[src/rtl/reg_wb_ctrl.sv]
// rtl/reg_wb_ctrl.sv - register file write-back arbiter with load queue and busy scoreboard; optional macro REG_WB_FORWARD_EN
module reg_wb_ctrl #(
    parameter int DATA_W    = 32,
    parameter int ADDR_W    = 4,
    parameter int LDQ_DEPTH = 2
) (
    input  logic                 clk,
    input  logic                 rst,
    input  logic                 alu_valid,
    input  logic [ADDR_W-1:0]    alu_rd,
    input  logic [DATA_W-1:0]    alu_data,
    output logic                 alu_ready,
    input  logic                 ld_valid,
    input  logic [ADDR_W-1:0]    ld_rd,
    input  logic [DATA_W-1:0]    ld_data,
    output logic                 ld_ready,
    input  logic                 iss_valid,
    input  logic [ADDR_W-1:0]    iss_rd,
    output logic [2**ADDR_W-1:0] busy,
`ifdef REG_WB_FORWARD_EN
    input  logic [ADDR_W-1:0]    rn_addr,
    input  logic [ADDR_W-1:0]    rm_addr,
    output logic                 rn_fwd_hit,
    output logic                 rm_fwd_hit,
    output logic [DATA_W-1:0]    fwd_data,
`endif
    output logic                 wb_en,
    output logic [ADDR_W-1:0]    wb_addr,
    output logic [DATA_W-1:0]    wb_data
);

    localparam int PTR_W = $clog2(LDQ_DEPTH);
    localparam int CNT_W = PTR_W + 1;
    localparam int NREG  = 2**ADDR_W;

    logic [ADDR_W-1:0] ldq_rd   [LDQ_DEPTH];
    logic [DATA_W-1:0] ldq_data [LDQ_DEPTH];
    logic [PTR_W-1:0]  wr_ptr;
    logic [PTR_W-1:0]  rd_ptr;
    logic [CNT_W-1:0]  count;

    logic              ldq_full;
    logic              ldq_empty;
    logic              enq;
    logic              deq;
    logic              sel_alu;
    logic              sel_ldq;
    logic              sel_valid;
    logic [ADDR_W-1:0] sel_rd;
    logic [DATA_W-1:0] sel_data;
    logic              clr_valid;
    logic [ADDR_W-1:0] clr_addr;
    logic [NREG-1:0]   busy_next;

    // Source arbitration: a full queue must drain first so loads never block forever
    always_comb begin
        ldq_full  = (count == CNT_W'(LDQ_DEPTH));
        ldq_empty = (count == '0);
        sel_alu   = alu_valid & ~ldq_full;
        sel_ldq   = ldq_full | (~alu_valid & ~ldq_empty);
        sel_valid = sel_alu | sel_ldq;
        sel_rd    = sel_ldq ? ldq_rd[rd_ptr]   : alu_rd;
        sel_data  = sel_ldq ? ldq_data[rd_ptr] : alu_data;
        enq       = ld_valid & ~ldq_full;
        deq       = sel_ldq;
        alu_ready = ~ldq_full;
        ld_ready  = ~ldq_full;
    end

    // Load queue storage; contents need no reset since count gates every read
    always_ff @(posedge clk) begin
        if (enq) begin
            ldq_rd[wr_ptr]   <= ld_rd;
            ldq_data[wr_ptr] <= ld_data;
        end
    end

    // Load queue pointers and occupancy
    always_ff @(posedge clk or posedge rst) begin
        if (rst) begin
            wr_ptr <= '0;
            rd_ptr <= '0;
            count  <= '0;
        end else begin
            if (enq) wr_ptr <= wr_ptr + PTR_W'(1);
            if (deq) rd_ptr <= rd_ptr + PTR_W'(1);
            case ({enq, deq})
                2'b10:   count <= count + CNT_W'(1);
                2'b01:   count <= count - CNT_W'(1);
                default: count <= count;
            endcase
        end
    end

    // Registered write port; address/data hold when idle
    always_ff @(posedge clk or posedge rst) begin
        if (rst) begin
            wb_en   <= 1'b0;
            wb_addr <= '0;
            wb_data <= '0;
        end else begin
            wb_en <= sel_valid;
            if (sel_valid) begin
                wb_addr <= sel_rd;
                wb_data <= sel_data;
            end
        end
    end

    // Scoreboard clear point: early when the write can be forwarded, else once the file holds it
    always_comb begin
`ifdef REG_WB_FORWARD_EN
        clr_valid = sel_valid;
        clr_addr  = sel_rd;
`else
        clr_valid = wb_en;
        clr_addr  = wb_addr;
`endif
        busy_next = busy;
        if (clr_valid) busy_next[clr_addr] = 1'b0;
        if (iss_valid) busy_next[iss_rd]   = 1'b1;
    end

    // Scoreboard register; a new issue overrides a same-cycle commit
    always_ff @(posedge clk or posedge rst) begin
        if (rst) busy <= '0;
        else     busy <= busy_next;
    end

`ifdef REG_WB_FORWARD_EN
    // Bypass of the write currently being presented to the register file
    always_comb begin
        rn_fwd_hit = wb_en & (rn_addr == wb_addr);
        rm_fwd_hit = wb_en & (rm_addr == wb_addr);
        fwd_data   = wb_data;
    end
`endif

endmodule
[config.mk]
export PLATFORM = sky130hd
export DESIGN_NAME = reg_wb_ctrl
export DESIGN_NICKNAME = d
export VERILOG_FILES = /design/src/rtl/reg_wb_ctrl.sv
export SDC_FILE = /design/constraint.sdc
export NUM_CORES = 1
export LEC_CHECK = 0
export CORE_MARGIN = 2
export CORE_UTILIZATION = 55
export DETAILED_ROUTE_END_ITERATION = 12
export PLACE_DENSITY_LB_ADDON = 0.1
export REMOVE_ABC_BUFFERS = 1
export SYNTH_ARGS = -nofsm -noshare
export SYNTH_HDL_FRONTEND = slang
export SYNTH_SLANG_ARGS = --single-unit
[constraint.sdc]
create_clock -name clk -period 7.3 [get_ports clk]
set_input_delay 1.46 -clock clk [delete_from_list [all_inputs] [get_ports clk]]
set_output_delay 1.46 -clock clk [all_outputs]
set_load 0.005 [all_outputs]
==> results of run 1 <==
-- flip-flops by register name, indices dropped and copies added (netlist names) --
signal,cells
ldq_data,64
wb_data,32
busy,16
ldq_rd,8
wb_addr,4
count,2
rd_ptr,1
wb_en,1
wr_ptr,1
-- path summary, 6_finish.rpt --
check | from | endpoint | slack [ps] | cells after the start
max | count[1]$_DFFE_PP0P_ | ld_ready | 4050 | 2
min in group asynchronous | rst | wb_data[26]$_DFFE_PP0P_ | 1520 | 3
min reg2reg | wb_data[26]$_DFFE_PP0P_ | wb_data[26]$_DFFE_PP0P_ | 480 | 2
min | wb_data[26]$_DFFE_PP0P_ | wb_data[26]$_DFFE_PP0P_ | 480 | 2
max reg2reg | count[0]$_DFFE_PP0P_ | count[1]$_DFFE_PP0P_ | 4980 | 6
max in group asynchronous | rst | rd_ptr$_DFFE_PP0P_ | 5210 | 3
-- routing by layer --
metal	vias up	wire length (microns)
li1	1817	-
met1	1957	5560
met2	129	6710
met3	12	708
met4	0	166
met5	-	0
-- logic make-up after synthesis --
group	after synthesis
xor+xnor	5
fa+ha+maj	1
compound gates	140
simple gates	103
buf+inv	33
flops	129
-- critical path, cell delays in order, from the launching register on --
cell,delay [ps]
dfrtp_1,530
or2b_1,310
clkdlybuf4s50_1,460
-- cells in the final DEF, fill, tap and decap left out, types with 8 or more instances in the layout --
| cell type | instances |
|---|---|
| a2111oi_4 | 29 |
| a21oi_1 | 35 |
| clkbuf_16 | 16 |
| clkdlybuf4s50_1 | 135 |
| dfrtp_1 | 56 |
| edfxtp_1 | 72 |
| nand2_1 | 41 |
| nor2b_1 | 30 |
| o21ai_0 | 31 |
| o31ai_1 | 8 |
| o31ai_2 | 29 |
-- synthesized netlist by cell type, drive strengths merged, types with 6 or more instances --
cell / n / share of area, %
nor2b: 30 / 3.1
nand2: 41 / 2.5
dfrtp: 57 / 23
o31ai: 37 / 6.9
nand2b: 6 / 0.62
a21oi: 36 / 3.0
buf: 25 / 3.9
clkbuf: 6 / 0.43
o21ai: 31 / 2.5
a2111oi: 36 / 14
edfxtp: 72 / 35
and2b: 6 / 0.74
-- power by group through the flow --
stage	Combinational (uW)	Sequential (uW)	Clock, uW
floorplan	835	1280	0
global placement	1410	1240	0
detailed placement	1450	1260	0
CTS	1460	1250	801
global route	1560	1280	833
finish	1440	1240	792
-- metrics by stage --
step           power [uW]  instances  hold WS [ps]  area (sq um)  util [%]
6_report             3470        694           478          7990      73.7
5_1_grt              3670        694           504          7990      73.7
4_1_cts              3500        694           483          7990      73.7
3_5_place_dp         2700        662           474          7430      68.5
3_3_place_gp         2650        662           465          7430      68.5
2_1_floorplan        2110        380           461          5840         -
-- area by class of cell --
cell class | instances | area [sq um]
flip-flops and latches | 129 | 3590
fillers | 705 | 2850
multi-input cells | 249 | 2250
repair buffers | 142 | 1400
clock buffers | 17 | 414
well taps | 140 | 175
clock inverters | 15 | 144
inverters | 2 | 7.51
==> results_dict.tcl, run 1 <==
set metrics [dict create \
    cts_tree "done" \
    power_frac_clock_pct 22.8 \
    grt_max_degree 58 \
    finalMaxSlewViolations 0 \
    firstDrtPassIters 4 \
    status "finished clean" \
    vias 3915 \
    antenna_found_initial 0 \
    clk_root_buffer_cell "clkbuf_8" \
    die_area_sq_mm 0.0120 \
    setup_ws_ps 4050 \
    dp_slack_ps 3600 \
    initialDrtViolationCount 234 \
    ys.warnings.count 0 \
    place.gp.congestion 0.813 \
    num_rows 38 \
    grt_usage_pct 23.1 \
    cts_sinks 129 \
    syn_inst 411 \
    synth.avg_cell_area_sq_um 14.8 \
    fin_crit_ps 3250 \
    synthAdderAreaFrac_pct 0.205 \
    tightest_slew_ps 1130 \
    drv_cap 0 \
    layout.nets 623 \
    required_ps 5840 \
    met1_usage_pct 29.4 \
    tns_ps 0 \
    overflow 0 \
    power_frac_seq_pct 35.8 \
    synth_edf_count 72 \
    p_sw_share_pct 34.6 \
    netlist_area_sq_mm 0.00610 \
    wl_per_cell_microns 18.9 \
    via_per_inst 5.64 \
    crit_arrival_ps 1790 \
    die_y_microns 109 \
    synth.distinct_cells 35 \
    synth_top_family_by_area "compound AO/OA/AOI/OAI gates" \
    cellPowerDensity_mw_per_mm2 435 \
    synth_simple_gate_area_share_pct 9.25 \
    insertion_delay_ps 500 \
    worstSetupStartpointType "register" \
    area_growth_pct 30.9 \
    route.detailed.drc 0 \
    cp_max_fo 5 \
    final_antenna_net_count 0 \
    setup_violations 0 \
    cts_made_buffers 17 \
    design.core.area_sq_mm 0.0108 \
    globalRouteMet2Util_pct 38.4 \
    numPortBuffers 135 \
    path_clk_slew_ps 60 \
    synth_ff_type "edfxtp_1" \
    routed_wl_mm 13.1 \
    synthMuxAreaShare_pct 0 \
    synth-seq-area-share_pct 58.8 \
    leakage_uw 0.00272 \
    dp_hpwl_mm 8.45 \
    diodes 0 \
    hold_viol 0 \
    finalCritPeriodShare_pct 44.6 \
    max-slew-margin-rel_pct 24.3 \
    synth_xor_area_share_pct 0.718 \
    clock_path_buffers 2 \
    postCtsSetupBuffers 0 \
    timing.fmax_mhz 307 \
    min-delay-path-class "reg -> reg" \
    power_switching_uw 1200 \
    ctsHoldBuffers 0 \
    start_util_pct 56.3 \
    p_int_uw 2270 \
    end_kind "output port" \
    htree_levels 4 \
    grt_pass1_vias 4091 \
    grt_use_met3_pct 6.34 \
    grt_setup_unrepaired "no" \
    die_w_microns 109 \
    cts_resized 0 \
    p_comb_share_pct 41.4 \
    ys_ff_latch 129 \
    criticalPathCategory "reg -> out" \
    synth_compound_area_share_pct 26.6 \
    grt_pass1_wl_mm 20.7 \
    num_io_pins 136 \
    clock_skew_ps 9.73 \
    ir_worst_vdd_v 0.000240 \
    top_usage_layer "met2" \
    async_flop_share_pct 44.2 \
    drive_gt1_share_pct 19.3 \
]
(Power assumes the default switching activity.)
==> run 2: changes to the inputs <==
Settings changed: CORE_UTILIZATION 55 to 46.
Clock period 7.3 ns to 2.66 ns, I/O delays scaled along.
==> results_dict.tcl, run 2 (synthesis results as in run 1) <==
set metrics [dict create \
    final_cell_mix "clkdlybuf4s50_1, edfxtp_1, dfrtp_1" \
    routed_wl_mm 13.6 \
    clock_path_buffers 2 \
    worstSetupStartpointType "register" \
    path_clk_slew_ps 60 \
    clk_root_buffer_cell "clkbuf_16" \
    required_ps 2130 \
    drv_cap 0 \
    tns_ps 0 \
    finalCritPeriodShare_pct 85.9 \
    diodes 0 \
    ir_worst_vdd_v 0.000588 \
    htree_levels 4 \
    grt_pass1_vias 3989 \
    insertion_delay_ps 410 \
    fin_total_pwr_uw 9860 \
    setup_ws_ps 376 \
    largest_register_ffs 64 \
    num_rows 42 \
    cts_made_buffers 17 \
    cts_resized 0 \
    regMostFlops "ldq_data" \
    layout.nets 628 \
    die_w_microns 119 \
    fin_util_pct 62.6 \
    criticalPathCategory "reg -> out" \
    grt_setup_unrepaired "no" \
    place.gp.congestion 0.823 \
    dp_slack_ps 495 \
    design_area_sq_mm 0.00819 \
    final_common_cell "clkdlybuf4s50_1" \
    die_y_microns 119 \
    design.core.area_sq_mm 0.0131 \
    crit_arrival_ps 1750 \
    start_util_pct 46.6 \
    tightest_slew_ps 857 \
    initialDrtViolationCount 183 \
    grt_pass1_wl_mm 21.7 \
    final_antenna_net_count 0 \
    grt_usage_pct 20.1 \
    die_area_sq_mm 0.0142 \
    cts_sinks 129 \
    finalMaxSlewViolations 0 \
    num_io_pins 136 \
    place_area_sq_mm 0.00759 \
    grt_max_degree 54 \
    end_kind "output port" \
    hold_viol 0 \
    route.detailed.drc 0 \
    fin_crit_ps 2280 \
    ctsHoldBuffers 0 \
    min-delay-path-class "reg -> reg" \
    postCtsSetupBuffers 0 \
    dp_hpwl_mm 8.59 \
    vias 3894 \
    overflow 0 \
    firstDrtPassIters 7 \
    drive_gt1_share_pct 19.5 \
    area_growth_pct 34.2 \
    leakage_uw 0.00280 \
    clock_skew_ps 6.05 \
    status "finished clean" \
    wl_per_cell_microns 18.5 \
    antenna_found_initial 0 \
    cp_max_fo 8 \
    numPortBuffers 135 \
    cellPowerDensity_mw_per_mm2 1200 \
    max-slew-margin-rel_pct 42.9 \
    reg_top3 "ldq_data x64, wb_data x32, busy x16" \
    via_per_inst 5.30 \
    timing.fmax_mhz 438 \
    setup_violations 0 \
    cts_tree "done" \
]
[run 2: area by class of cell]
type | instances | area, sq um
flip-flops and latches | 129 | 3590
repair buffers | 147 | 1520
clock inverters | 6 | 104
inverters | 2 | 7.51
fillers | 970 | 4890
multi-input cells | 249 | 2250
clock buffers | 26 | 499
well taps | 176 | 220
[run 2: worst paths after layout]
| check | startpoint | endpoint | slack [ps] | cells after the start |
|---|---|---|---|---|
| max | count[0]$_DFFE_PP0P_ | alu_ready | 380 | 2 |
| min | wb_data[14]$_DFFE_PP0P_ | wb_data[14]$_DFFE_PP0P_ | 470 | 2 |
| max reg2reg | count[0]$_DFFE_PP0P_ | wb_data[24]$_DFFE_PP0P_ | 760 | 3 |
| min reg2reg | wb_data[14]$_DFFE_PP0P_ | wb_data[14]$_DFFE_PP0P_ | 470 | 2 |
| max in group asynchronous | rst | rd_ptr$_DFFE_PP0P_ | 1670 | 3 |
| min in group asynchronous | rst | wb_data[11]$_DFFE_PP0P_ | 480 | 3 |
[run 2: worst max-delay path: stages (launching register included)]
cell and delay (ps):
dfrtp_1 560, or2b_1 250, clkdlybuf4s50_1 530
[run 2: through the flow]
stage,instances,hold slack (ps)
2_1_floorplan,380,461
3_3_place_gp,703,464
3_5_place_dp,703,466
4_1_cts,735,469
5_1_grt,735,492
6_report,735,474
[run 2: power breakdown]
part,internal [uW],switching [uW],leakage (uW)
Sequential,2890,527,0.00133
Clock,1570,799,0.000296
Combinational,2140,1940,0.00117
Total,6600,3270,0.00280
[run 2: per-layer routing]
layer	global-route usage [%]	vias to the layer above	part of all wire [%]
li1	-	1831	-
met3	4.89	19	4.6
met5	0	-	0
met2	32.6	111	50
met1	25.9	1933	44
met4	7.96	0	1.6
==> variant, RTL diff (config.mk and constraints of run 2) <==
Make the reset (`rst`) synchronous in 3 clocked blocks.
--- a/src/rtl/reg_wb_ctrl.sv
+++ b/src/rtl/reg_wb_ctrl.sv
@@ -78,3 +78,3 @@
     // Load queue pointers and occupancy
-    always_ff @(posedge clk or posedge rst) begin
+    always_ff @(posedge clk) begin
         if (rst) begin
@@ -95,3 +95,3 @@
     // Registered write port; address/data hold when idle
-    always_ff @(posedge clk or posedge rst) begin
+    always_ff @(posedge clk) begin
         if (rst) begin
@@ -124,3 +124,3 @@
     // Scoreboard register; a new issue overrides a same-cycle commit
-    always_ff @(posedge clk or posedge rst) begin
+    always_ff @(posedge clk) begin
         if (rst) busy <= '0;
Check against the original RTL: differs if rst is asserted again (counterexample within 4 cycles, from zero or initial values and one cycle with rst high); with rst held inactive, the same outputs for 10 cycles.
==> variant against run 2 <==
First-iteration DRC count shrank 2.2%; count of clock-buffer cells in the layout grew 1; area after synthesis shrank 13%; setup slack lost 0.071 ns; largest cell class unchanged; total power shrank 27%; sequential cell count grew 1; routed wire length shrank 4.3%; clock power shrank 8%; design area shrank 11%; non-clock buffer count grew 2.
==> variant: results (changes against run 2) <==
** Synth
- Synthesized instance count :: 434 (+5.6%)
- The distinct cell type count after synthesis was 38 (+8.6%).
- Xor/xnor cell area share of the yosys netlist :: 0.003312 (-0.003866)
- Post-synthesis share of cell area spent on full adders, half adders and majority gates :: 0.002366 (+0.0003149)
- Sequential fraction of the synthesis area :: 0.6283 (+0.04015)
- The synthesized-area fraction occupied by ao, oa, aoi and oai cells came to 0.2042 (-0.06163).
- In the post-synthesis netlist, the biggest area contributors are sky130_fd_sc_hd__edfxtp_1 41%, sky130_fd_sc_hd__dfxtp_1 22%, sky130_fd_sc_hd__a2111oi_0 5.3%.

** Route
- Detailed-route via count :: 4,023 (+3.3%)
- The routed length on met3 was 726 um (+16%).
- WL final :: 13,050 um (-4.3%)
- The total iterations of the first detailed-routing run is 4 (-3).
- Metal2 WL :: 6347 um (-6.2%)
- Number of design-rule violations left by the first detailed-router iteration :: 179 (-2.2%)

** Pwr
- The fraction of power consumed by sequential logic was 0.395 (+0.049).
- The power dissipated by switching net loads came to 2.208 mW (-32%).
- The standby leakage power is 2.500 nW (-11%).

** Finish
- Proportion of layout cells with a drive suffix above 1 :: 0.1203 (-0.07472)
- Final net count :: 651 (+3.7%)
- The filler-free cell count of the finished design was 725 (-1.4%).

** Place
- The placed wire-length estimate is 8245 um (-4.1%).

** Run status
- The flow ran to the end, and the final reports show no timing, DRC or antenna violations.

** Setup path
- In this run the worst setup path begins at count[0]$_SDFFE_PP0P_.
- Reg-to-reg setup timing slack :: 0.40 ns (-0.36 ns)
- Data arrival time at the worst-slack endpoint :: 1.82 ns (+0.07 ns)
- The endpoint identified for the worst register-to-register timing path is count[1]$_SDFFE_PP0P_.

** GRT
- Total track usage :: 0.2149 (+0.01437)
- Pin count of the biggest net entering global routing :: 45 (-17%)
- The met2 capacity usage during global routing was 0.3545 (+0.02832).
- Wire length of the first global-routing pass :: 20,860 um (-3.7%)

** STA
- The clock skew was 0.006349 ns (+0.0002944 ns).
- The fmax came to 424.7 MHz (-3.0%).
[variant: cell count changes in the layout (fill, tap and decap cells not counted), moves of 3 or more]
cell / delta
sky130_fd_sc_hd__dfxtp_1: +57
sky130_fd_sc_hd__a2111oi_0: +25
sky130_fd_sc_hd__buf_12: -3
sky130_fd_sc_hd__a2111oi_2: +3
sky130_fd_sc_hd__dfrtp_1: -56
sky130_fd_sc_hd__o21ai_0: -13
sky130_fd_sc_hd__nand2b_1: -3
sky130_fd_sc_hd__o31ai_1: +13
sky130_fd_sc_hd__a2111oi_4: -29
sky130_fd_sc_hd__a21oi_1: +21
sky130_fd_sc_hd__o31ai_2: -14
sky130_fd_sc_hd__nand2_1: +10
sky130_fd_sc_hd__buf_4: +5
[variant: layout make-up]
class	count	area [sq um]
clock buffers	27	513.0
clock inverters	5	50.05
fillers	907	4000
inverters	3	11.26
multi-input cells	268	1749
flip-flops and latches	130	3324
well taps	143	178.9
repair buffers	149	1494
